`config.mk`:
```
export PLATFORM = sky130hd
export DESIGN_NAME = sram_128x16_ctrl
export DESIGN_NICKNAME = d
export VERILOG_FILES = /design/src/rtl/sram_pkg.sv /design/src/rtl/sram_rsp_fifo.sv /design/src/rtl/sram_128x16_ctrl.sv
export SDC_FILE = /design/constraint.sdc
export NUM_CORES = 1
export LEC_CHECK = 0
export CORE_AREA = 2 2 93 95
export CTS_CLUSTER_DIAMETER = 150
export DETAILED_ROUTE_END_ITERATION = 10
export DIE_AREA = 0 0 95 97
export DONT_BUFFER_PORTS = 1
export PLACE_DENSITY_LB_ADDON = 0.12
export REMOVE_ABC_BUFFERS = 1
export SYNTH_ARGS = -nofsm -noshare
export SYNTH_HDL_FRONTEND = slang
export SYNTH_SLANG_ARGS = --single-unit
```
`constraint.sdc`:
```
create_clock -name clk_i -period 2.9 [get_ports clk_i]
set_clock_uncertainty 0.2 [all_clocks]
set_input_delay 0.58 -clock clk_i [delete_from_list [all_inputs] [get_ports clk_i]]
set_output_delay 0.58 -clock clk_i [all_outputs]
set_load 0.02 [all_outputs]
```
`src/rtl/sram_pkg.sv`:
```
// Shared widths, request/command types and the request-to-pin mapping for the SRAM_128x16 front-end.
package sram_pkg;

  localparam int SRAM_ADDR_W = 7;
  localparam int SRAM_DATA_W = 16;

  typedef struct packed {
    logic                   we;
    logic [SRAM_ADDR_W-1:0] addr;
    logic [SRAM_DATA_W-1:0] data;
  } sram_req_t;

  typedef struct packed {
    logic                   csb;
    logic                   web;
    logic [SRAM_ADDR_W-1:0] a;
    logic [SRAM_DATA_W-1:0] i;
  } sram_cmd_t;

  localparam sram_cmd_t SRAM_CMD_IDLE = '{csb: 1'b1, web: 1'b1, a: '0, i: '0};

  function automatic sram_cmd_t cmd_from_req(input sram_req_t r);
    sram_cmd_t c;
    c.csb = 1'b0;
    c.web = !r.we;
    c.a   = r.addr;
    c.i   = r.data;
    return c;
  endfunction

endpackage

```
`src/rtl/sram_rsp_fifo.sv`:
```
// Read-response FIFO; when empty, pop_data keeps presenting the most recently popped word.
module sram_rsp_fifo #(
  parameter int DEPTH = 4,
  parameter int WIDTH = 16
) (
  input  logic             clk,
  input  logic             reset,
  input  logic             push,
  input  logic [WIDTH-1:0] push_data,
  input  logic             pop,
  output logic [WIDTH-1:0] pop_data,
  output logic             full,
  output logic             empty
);

  localparam int AW = $clog2(DEPTH);
  localparam logic [AW:0] PTR_ONE = 1;

  logic [WIDTH-1:0] mem [DEPTH];
  logic [AW:0]      wr_ptr;
  logic [AW:0]      rd_ptr;
  logic [WIDTH-1:0] last_q;

  assign empty    = (wr_ptr == rd_ptr);
  assign full     = (wr_ptr[AW-1:0] == rd_ptr[AW-1:0]) && (wr_ptr[AW] != rd_ptr[AW]);
  assign pop_data = empty ? last_q : mem[rd_ptr[AW-1:0]];

  always_ff @(posedge clk) begin
    if (push) begin
      mem[wr_ptr[AW-1:0]] <= push_data;
    end
  end

  always_ff @(posedge clk) begin
    if (reset) begin
      wr_ptr <= '0;
      rd_ptr <= '0;
      last_q <= '0;
    end else begin
      if (push) begin
        wr_ptr <= wr_ptr + PTR_ONE;
      end
      if (pop && !empty) begin
        last_q <= mem[rd_ptr[AW-1:0]];
        rd_ptr <= rd_ptr + PTR_ONE;
      end
    end
  end

endmodule

```
`src/rtl/sram_128x16_ctrl.sv`:
```
// Valid/ready front-end owning the SRAM_128x16 macro pins; in-order read responses with credit-based backpressure.
// Build option SRAM_CTRL_OEB_GATE_EN: drive OEB low only in the read-capture cycle (otherwise OEB is tied low).
module sram_128x16_ctrl
  import sram_pkg::*;
#(
  parameter int ADDR_W    = SRAM_ADDR_W,
  parameter int DATA_W    = SRAM_DATA_W,
  parameter int RSP_DEPTH = 4
) (
  input  logic              clk_i,
  input  logic              reset_i,
  input  logic              req_v_i,
  output logic              req_ready_o,
  input  logic              req_we_i,
  input  logic [ADDR_W-1:0] req_addr_i,
  input  logic [DATA_W-1:0] req_data_i,
  output logic              rsp_v_o,
  input  logic              rsp_ready_i,
  output logic [DATA_W-1:0] rsp_data_o,
  output logic [ADDR_W-1:0] sram_a_o,
  output logic              sram_csb_o,
  output logic              sram_web_o,
  output logic              sram_oeb_o,
  output logic [DATA_W-1:0] sram_i_o,
  input  logic [DATA_W-1:0] sram_o_i
);

  localparam int CNT_W = $clog2(RSP_DEPTH + 1);
  localparam logic [CNT_W-1:0] CNT_MAX = CNT_W'(RSP_DEPTH);
  localparam logic [CNT_W-1:0] CNT_ONE = CNT_W'(1);

  sram_req_t        req;
  sram_cmd_t        cmd_q;
  logic             pend_v;
  logic             accept;
  logic             rd_accept;
  logic             rsp_pop;
  logic             fifo_empty;
  logic             fifo_full;
  logic [CNT_W-1:0] outstanding;

  assign req = '{we: req_we_i, addr: req_addr_i, data: req_data_i};

  // Credits cover every read from acceptance until pop, so the FIFO cannot overflow.
  assign req_ready_o = !reset_i && (outstanding < CNT_MAX);
  assign accept      = req_v_i && req_ready_o;
  assign rd_accept   = accept && !req_we_i;
  assign rsp_v_o     = !fifo_empty && !reset_i;
  assign rsp_pop     = rsp_v_o && rsp_ready_i;

  always_ff @(posedge clk_i) begin
    if (reset_i) begin
      cmd_q <= SRAM_CMD_IDLE;
    end else if (accept) begin
      cmd_q <= cmd_from_req(req);
    end else begin
      cmd_q.csb <= 1'b1;
      cmd_q.web <= 1'b1;
    end
  end

  always_ff @(posedge clk_i) begin
    if (reset_i) begin
      pend_v <= 1'b0;
    end else begin
      pend_v <= !cmd_q.csb && cmd_q.web;
    end
  end

  always_ff @(posedge clk_i) begin
    if (reset_i) begin
      outstanding <= '0;
    end else begin
      case ({rd_accept, rsp_pop})
        2'b10:   outstanding <= outstanding + CNT_ONE;
        2'b01:   outstanding <= outstanding - CNT_ONE;
        default: outstanding <= outstanding;
      endcase
    end
  end

  always_ff @(posedge clk_i) begin
    if (!reset_i) begin
      assert (!(pend_v && fifo_full));
    end
  end

  sram_rsp_fifo #(
    .DEPTH (RSP_DEPTH),
    .WIDTH (DATA_W)
  ) u_rsp_fifo (
    .clk       (clk_i),
    .reset     (reset_i),
    .push      (pend_v),
    .push_data (sram_o_i),
    .pop       (rsp_pop),
    .pop_data  (rsp_data_o),
    .full      (fifo_full),
    .empty     (fifo_empty)
  );

  // Reset gates CSB immediately so a command still in the stage is not sampled by the macro.
  assign sram_csb_o = cmd_q.csb || reset_i;
  assign sram_web_o = cmd_q.web;
  assign sram_a_o   = cmd_q.a;
  assign sram_i_o   = cmd_q.i;

`ifdef SRAM_CTRL_OEB_GATE_EN
  assign sram_oeb_o = !pend_v;
`else
  assign sram_oeb_o = 1'b0;
`endif

endmodule

```
## After elaboration in Yosys (flattened, before gate mapping)

Memory sizes are Yosys's and may differ from the RTL's. A register that Yosys moved wholly into a read port is not among the register bits.
Cells that the tools add are included.

| word-level totals | value |
|---|---|
| output and inout bits | 44 |
| word-level logic and storage cells | 40 |
| RAM bits | 64 |
| input port bits | 44 |
| memories kept | 1 |
| flip-flop bits (word level) | 51 |

| operators by class | value |
|---|---|
| $add $sub $neg | 4 |
| multiplexer cells | 7 |
| reduce and logical (&&, ||, !) cells | 14 |
| bitwise gates (word level) | 1 |
| equal/unequal tests | 3 |
| magnitude comparators | 1 |

Memories:

| name | depth | width | rd ports | clocked after memory_dff | wr ports | RTL line | text |
|---|---|---|---|---|---|---|---|
| u_rsp_fifo.mem | 4 | 16 | 1 | 1 | 1 | sram_rsp_fifo.sv:19 | `logic [WIDTH-1:0] mem [DEPTH];` |

Operator list:

| cell | number |
|---|---|
| 2-to-1 mux 16 bit | 1 |
| adder 3 x 1 -> 3 bit (second input constant) | 3 |
| logical AND 1 bit | 7 |
| 2-to-1 mux 2 bit | 3 |
| one-hot mux 3 bit (2 select lines) | 1 |
| logical NOT 1 bit | 4 |
| equality test 3 bit | 1 |
| less-than comparator 3 bit (second input constant) | 1 |
| subtractor 3 x 1 -> 3 bit (second input constant) | 1 |
| equality test 2 x 1 -> 1 bit (second input constant) | 1 |
| equality test 2 bit (second input constant) | 1 |
| 2-to-1 mux 1 bit | 2 |
| nonzero test 2 bit | 1 |
| OR reduction 2 bit | 1 |
| logical OR 1 bit | 1 |
| inverter 1 bit | 1 |

## Longest topological paths before layout

Gate-level depths: netlist (run 1).

| depth | value |
|---|---|
| depth in word-level cells | 7 |
| depth in mapped cells | 10 |
| depth with buffers taken out | 9 |

## By module

A second synthesis (run 1) with hierarchy kept.

| second synthesis, totals | value |
|---|---|
| cells, all modules | 374 |
| area, all modules | 5026.1 sq um |

By module, submodules not included:

| module | instances | sequential area each (sq um) | area an instance (sq um) | cells an instance |
|---|---|---|---|---|
| sram_rsp_fifo | 1 | 2402.3 | 3749.8 | 219 |
| sram_128x16_ctrl | 1 | 580.6 | 1276.2 | 155 |

## Worst setup path after synthesis (run 1)

OpenSTA, ideal clock, no wires.

| path | value |
|---|---|
| kind | input to register |
| from | input reset_i |
| to | register outstanding[2] |
| arrival time | 2.206 ns |
| data required time | 2.629 ns |
| path buffers | 2 |
| setup time | 0.071 ns |
| stages on the path | 9 |
| setup slack | 0.423 ns |
| cell sequence | buf_2 > buf_1 > nor2_1 > ha_1 > inv_1 > fa_1 > xor2_1 > or3_1 > a21oi_1 |

| on the way | value |
|---|---|
| cells in the longest elaborated chain, start to end | 6 |
| elaborated cells on any way between the ends | 10 |
| classes of those cells | 2 x eq/ne; 1 x mux; 7 x reduce/logical |

RTL lines:

| item | RTL line | text |
|---|---|---|
| from (decl) | sram_128x16_ctrl.sv:11 | `input logic reset_i,` |
| logical NOT 1 bit | - |  |
| logical AND 1 bit | sram_128x16_ctrl.sv:45 | `assign req_ready_o = !reset_i && (outstanding < CNT_MAX);` |
| logical AND 1 bit | sram_128x16_ctrl.sv:46 | `assign accept = req_v_i && req_ready_o;` |
| logical AND 1 bit | sram_128x16_ctrl.sv:47 | `assign rd_accept = accept && !req_we_i;` |
| equality test 2 x 1 -> 1 bit or equality test 2 bit (tied branches) | sram_128x16_ctrl.sv:74 | `case ({rd_accept, rsp_pop})` |
| one-hot mux 3 bit (2 select lines) or nonzero test 2 bit (tied branches) | - |  |
| to (signal assigned) | sram_128x16_ctrl.sv:75 | `2'b10: outstanding <= outstanding + CNT_ONE;` |
| to (signal assigned) | sram_128x16_ctrl.sv:76 | `2'b01: outstanding <= outstanding - CNT_ONE;` |
| to (signal assigned) | sram_128x16_ctrl.sv:77 | `default: outstanding <= outstanding;` |
| to (decl) | sram_128x16_ctrl.sv:40 | `logic [CNT_W-1:0] outstanding;` |

Parallel ways exist; a longest one is shown, timed or not.
A chain may end at the register's enable or synchronous reset.

==> results of run 1 <==
cell usage in the layout, fill, tap and decap left out, types with 2 or more instances in the layout:
master | Yosys | layout
edfxtp_1 | 64 | 64
nor2_1 | 10 | 10
mux2_2 | 4 | 4
ha_1 | 6 | 6
mux2_1 | 2 | 2
or2b_1 | 6 | 6
xnor2_1 | 5 | 4
dlygate4sd3_1 | 0 | 41
o21ai_0 | 23 | 23
xor2_1 | 5 | 5
mux2i_1 | 18 | 18
and2_1 | 4 | 4
nand2b_1 | 53 | 53
mux4_2 | 14 | 14
nand2_1 | 25 | 25
inv_6 | 0 | 6
dfxtp_1 | 53 | 53
mux2_4 | 12 | 12
clkbuf_16 | 0 | 17
inv_1 | 7 | 7
mux4_1 | 2 | 2
buf_4 | 24 | 11
a21oi_1 | 3 | 3
inv_4 | 0 | 4
power by group:
part / switching [mW] / leakage [nW] / internal [mW]
registers: 0.0712 / 1.01 / 1.81
logic: 0.238 / 0.868 / 0.241
clock network: 0.778 / 0.276 / 1.12
total: 1.09 / 2.16 / 3.17
layout make-up:
| type | count | share of cell area [%] |
|---|---|---|
| flip-flops and latches | 117 | 50.0 |
| repair buffers | 53 | 8.60 |
| inverters | 7 | 0.441 |
| well taps | 105 | 2.20 |
| multi-input cells | 206 | 29.5 |
| clock inverters | 14 | 1.85 |
| clock buffers | 18 | 7.36 |
path summary, 6_finish.rpt:
kind	to	slack, ps	startpoint
setup reg to reg	outstanding[2]$_SDFFE_PP0P_	300	u_rsp_fifo.wr_ptr[0]$_SDFFE_PP0P_
hold reg to reg	u_rsp_fifo.last_q[8]$_SDFFE_PP0P_	270	u_rsp_fifo.last_q[8]$_SDFFE_PP0P_
hold / removal	u_rsp_fifo.last_q[5]$_SDFFE_PP0P_	60	reset_i
setup / recovery	rsp_data_o[4]	130	flip-flop
repair_timing:
item                                    4_1_cts  5_1_grt
hold endpoints to repair                     94        0
endpoints found under the setup margin        0       11
hold buffers                                 41        0
gates resized for setup                       0        2
state kept, by name (all words and copies together) (netlist names), named ones only:
signal and cells:
sram_i_o 16, sram_a_o 7, pend_v 1, u_rsp_fifo.rd_ptr 3, cmd_q 1, u_rsp_fifo.wr_ptr 3, sram_web_o 1, u_rsp_fifo.last_q 16
outstanding 3, u_rsp_fifo.mem 64
metrics by stage:
step,setup slack [ps],instances
3_5_place_dp,337,447
3_3_place_gp,434,447
6_report,134,520
5_1_grt,25.4,520
4_1_cts,39.3,520
2_1_floorplan,-300,330
layer usage:
metal / share of wire (%) / track usage [%]
met2: 53 / 35.6
met1: 42 / 25.5
met4: 0.54 / 6.02
met5: 0 / 0
met3: 4.1 / 6.62
worst register-to-register path, stage by stage (launching register included):
cell and delay [ps]:
dfxtp_1 470, xor2_1 290, o31ai_2 160, nor2_1 120
ha_1 190, inv_1 60, fa_1 390, xor2_1 190
or3_1 310, a21oi_1 150
cells by family (layout without fill, tap and decap cells):
logic type      Yosys count  in the layout
buf+inv                  51             92
fa+ha+maj                 7              7
mux                      52             52
compound gates           31             31
flops                   117            117
other cells               1              1
xor+xnor                 10             10
simple gates            105            105
==> impl_metrics.csv, run 1 <==
group,metric,value,unit
run_status,outcome,"finished, final reports clean",
cells_and_area,diodes,0,
routing,vias,2746,
cells_and_area,finalCoreUtilization,73.3,%
timing,setup_violations,0,
critical_path,crit_cells,3,
logic_synthesis,syn_avg_cell_area,13.5,µm²
die,rows,33,
timing,rsz0062_at_grt,"no",
logic_synthesis,synth_xor_area_share,1.73,%
critical_path,worstPathRequired,2120,ps
run,cap_viol_max_count,0,
logic_synthesis,synth.cells.most_frequent,"64 x edfxtp_1, 53 x dfxtp_1, 53 x nand2b_1",
logic_synthesis,synth_edf_count,64,
timing,holdWs,60.3,ps
cells_and_area,n_fill_cell,534,
timing,post-route-period-util,95.4,%
timing,min_period,2770,ps
grt,antenna_found_initial,0,
logic_synthesis,netlist_area,5060,µm²
logic_synthesis,synthSimpleGateAreaFrac,11.6,%
critical_path,crit_chain,"buf_4, mux4_1, mux2_4",
die,initial_core_util,62.2,%
logic_synthesis,seq_area_frac_synth,59.0,%
logic_synthesis,yosys_warnings,0,
die,die-height,97,µm
critical_path,cp_slowest_cell,"mux4_1",
logic_synthesis,synth_cell_types,40,
critical_path,cp-start-kind,"flip-flop",
clocking,htree_levels,4,
die,core_region_area,8130,µm²
timing,slew_headroom,57.2,%
die,io_pins,88,
logic_synthesis,synth_top_family_by_area,"multiplexers",
routing,dr.pass1.iters,4,
timing,fin_tns_setup,0,ps
critical_path,critPathMaxFanout,10,
worst_hold_path,hp-class,"input port to flip-flop",
worst_hold_path,worstHoldPathCells,2,
critical_path,crit_family,"multiplexers",
critical_path,critical_path_class,"flip-flop to output port",
routing,drc,0,
clocking,clkTransAtPathRegs,60,ps
cells_and_area,drive_above_1_share,19.0,%
clocking,cts_setup_buffers,0,
placed_design,dpl.hpwl,5280,µm
grt,grt_start_max_net_pins,68,
clocking,cts_buffer_depth,2,
timing,final_max_slew_viol_count,0,
cells_and_area,multi_input_area,1760,µm²
critical_path,crit_arrival,1990,ps
logic_synthesis,yosysMostFrequentCell,"edfxtp_1",
clocking,cts_sinks,117,
critical_path,critPathBufInv,1,
critical_path,crit_path_end_kind,"output port",
placed_design,io_buffers,0,
logic_synthesis,ys_top_cells_by_area,"edfxtp_1 38%, dfxtp_1 21%, nand2b_1 6.6%, mux4_2 6.2%, mux2i_1 3.6%",
logic_synthesis,synth_cells,374,
pwr,power,4.26,mW
clocking,cts_tree,"built",
routing,drt_iter0_drc,110,
grt,grt_overflow,0,
logic_synthesis,yosysTopAreaCellShare,38.0,%
timing,hold_viol,0,
clocking,root_buffer,"clkbuf_8",
cells_and_area,stdcell_area,5960,µm²
routing,drt-wirelength-per-cell,17.2,µm
timing,tightest_slew,639,ps
placed_design,place_area,4990,µm²
routing,drt-vias-per-instance,5.28,
critical_path,reg2regPathDepth,9,
cells_and_area,area_growth_syn_to_layout,17.9,%
pwr,ir_worst_vdd,0.610,mV
grt,grt_pass1_vias,2859,
die,die_w,95,µm
logic_synthesis,ys_ff_latch,117,
pwr,power_density,715,nW/µm²
logic_synthesis,ys.flop_type,"edfxtp_1",
cells_and_area,regArea,2980,µm²
clocking,clock_latency,500,ps
placed_design,gp_congestion,0.705,
logic_synthesis,synth_mux_area_share,15.7,%
clocking,numCtsBuffers,17,
timing,max_freq,0.362,GHz
logic_synthesis,postSynth.asyncResetShare,0,%
logic_synthesis,synth_area_leader_cell,"edfxtp_1",
grt,grt_pass1_wl,14300,µm
critical_path,cpPeakStageDelay,610,ps
cells_and_area,nets,453,
grt,grt_use_total,21.0,%
die,die-area,9220,µm²
logic_synthesis,synth_compound_area_share,3.39,%
routing,wl,8960,µm
logic_synthesis,synth_adder_area_share,1.88,%
routing,antenna_left,0,
pwr,power.leakage,2.16,nW
No activity file was read; power rests on OpenSTA's default activity.
==> run 2: changes to the inputs <==
--- a/config.mk
+++ b/config.mk
@@ -12,6 +12,7 @@
 export DONT_BUFFER_PORTS = 1
 export PLACE_DENSITY_LB_ADDON = 0.12
 export REMOVE_ABC_BUFFERS = 1
+export SKIP_CTS_REPAIR_TIMING = 1
 export SYNTH_ARGS = -nofsm -noshare
 export SYNTH_HDL_FRONTEND = slang
 export SYNTH_SLANG_ARGS = --single-unit
==> run 2 against run 1 <==
Net effect:
- the run now ends with negative hold slack left
- total power decreased by 0.25%
- combinational power shrank 2%
- clock power is essentially flat
- first-iteration DRC count down 17%
- critical path depth is the same
- final cell count shrank 1.3%
==> impl_metrics.csv, run 2 (synthesized netlist as in run 1, its figures left out) <==
group,metric,value,unit
run_status,outcome,"finished with violations",
run_status,violations,"negative hold slack",
clocking,root_buffer,"clkbuf_8",
die,io_pins,88,
cells_and_area,area_growth_syn_to_layout,16.5,%
critical_path,critPathBufInv,1,
worst_hold_path,hp-class,"input port to flip-flop",
routing,vias,2720,
critical_path,crit_arrival,1990,ps
critical_path,crit_chain,"buf_4, mux4_1, mux2_4",
pwr,power.leakage,2.13,nW
worst_hold_path,hp-start,"req_addr_i[3]",
routing,wl,8810,µm
critical_path,critPathMaxFanout,10,
clocking,cts_buffer_depth,2,
timing,rsz0062_at_grt,"no",
run,cap_viol_max_count,0,
critical_path,reg2regPathDepth,9,
critical_path,cpPeakStageDelay,610,ps
timing,fin_tns_setup,0,ps
timing,min_period,2770,ps
routing,drt-vias-per-instance,5.30,
clocking,clkTransAtPathRegs,60,ps
critical_path,worstPathRequired,2120,ps
timing,slew_headroom,60.5,%
worst_hold_path,worstHoldPathCells,2,
die,rows,33,
clocking,numCtsBuffers,17,
routing,drt_iter0_drc,91,
die,core_region_area,8130,µm²
timing,tightest_slew,590,ps
routing,antenna_left,0,
critical_path,critical_path_class,"flip-flop to output port",
pwr,power_density,721,nW/µm²
pwr,ir_worst_vdd,0.607,mV
clocking,clock_latency,500,ps
grt,grt_pass1_wl,13200,µm
critical_path,cp_slowest_cell,"mux4_1",
timing,holdWs,-4.51,ps
clocking,cts_tree,"built",
timing,max_freq,0.361,GHz
die,die-height,97,µm
routing,drt-wirelength-per-cell,17.2,µm
timing,post-route-period-util,95.6,%
placed_design,gp_congestion,0.705,
timing,hold_viol,4,
cells_and_area,layout_commonest_cell,"edfxtp_1",
placed_design,io_buffers,0,
cells_and_area,drive_above_1_share,19.4,%
clocking,cts_sinks,117,
routing,dr.pass1.iters,5,
die,die-area,9220,µm²
grt,grt_pass1_vias,2625,
critical_path,crit-reg2reg-launch,"u_rsp_fifo.wr_ptr[0]$_SDFFE_PP0P_",
timing,setup_violations,0,
grt,grt_start_max_net_pins,73,
clocking,htree_levels,4,
cells_and_area,n_fill_cell,547,
placed_design,dpl.hpwl,5280,µm
grt,grt_use_total,19.4,%
cells_and_area,nets,446,
die,die_w,95,µm
grt,grt_overflow,0,
grt,antenna_found_initial,0,
cells_and_area,diodes,0,
critical_path,crit_cells,3,
cells_and_area,largest_register_ffs,64,
critical_path,crit_family,"multiplexers",
die,initial_core_util,62.2,%
critical_path,crit_path_end_kind,"output port",
critical_path,cp-start-kind,"flip-flop",
routing,drc,0,
timing,final_max_slew_viol_count,0,
cells_and_area,layout_common_cells,"64 x edfxtp_1, 53 x nand2b_1, 53 x dfxtp_1",
cells_and_area,finalCoreUtilization,72.5,%
[run 2: worst register-to-register path: stages (launching register included)]
cell     delay, ps
dfxtp_1        470
xor2_1         290
o31ai_2        160
nor2_1         120
ha_1           180
inv_1           60
fa_1           390
xor2_1         190
or3_1          310
a21oi_1        150
[run 2: cell type report]
| type | count | area, µm² | area share (%) |
|---|---|---|---|
| Tap cell | 105 | 131 | 2.23 |
| Clock buffer | 18 | 439 | 7.45 |
| Timing Repair Buffer | 46 | 443 | 7.52 |
| Multi-Input combinational cell | 206 | 1760 | 29.9 |
| Inverter | 7 | 26.3 | 0.446 |
| Sequential cell | 117 | 2980 | 50.6 |
| Clock inverter | 14 | 110 | 1.87 |
[run 2: final timing paths]
path                                            end  slack (ps)
hold / removal             sram_a_o[3]$_SDFFE_PP0N_          -5
setup / recovery                      rsp_data_o[4]         130
setup reg to reg        outstanding[2]$_SDFFE_PP0P_         310
hold reg to reg   u_rsp_fifo.last_q[8]$_SDFFE_PP0P_         270
[run 2: metrics by stage]
stage / worst slack [ps] / cells / power, mW / hold WS (ps) / area [µm²]
finish: 127 / 513 / 4.25 / -4.51 / 5890
detailed placement: 337 / 447 / 2.34 / 261 / 4990
global placement: 434 / 447 / 2.33 / 255 / 4990
global route: 25.4 / 513 / 4.43 / 2.76 / 5890
floorplan: -300 / 330 / 2.25 / 246 / 4750
CTS: 39.3 / 479 / 4.26 / -68.0 / 5540
[run 2: metal layers]
metal / part of all wire, % / track usage [%] / up-vias
li1: - / - / 1331
met4: 0.82 / 6.35 / 0
met2: 53 / 31.6 / 65
met1: 41 / 24.1 / 1316
met5: 0 / 0 / -
met3: 5.2 / 6.85 / 8
[run 2: where the power goes]
part           internal (mW)  switching, mW  leakage [nW]  total [mW]
sequential              1.81         0.0705          1.01        1.88
clock                   1.12          0.777         0.276        1.90
combinational          0.235          0.235         0.839       0.470
==> run 3: changes to the inputs <==
--- a/config.mk
+++ b/config.mk
@@ -5,6 +5,7 @@
 export SDC_FILE = /design/constraint.sdc
 export NUM_CORES = 1
 export LEC_CHECK = 0
+export ABC_CLOCK_PERIOD_IN_PS = 2900
 export CORE_AREA = 2 2 93 95
 export CTS_CLUSTER_DIAMETER = 150
 export DETAILED_ROUTE_END_ITERATION = 10
==> results of run 3 <==
The final DEF is identical to that of run 2; final timing and power are the same.
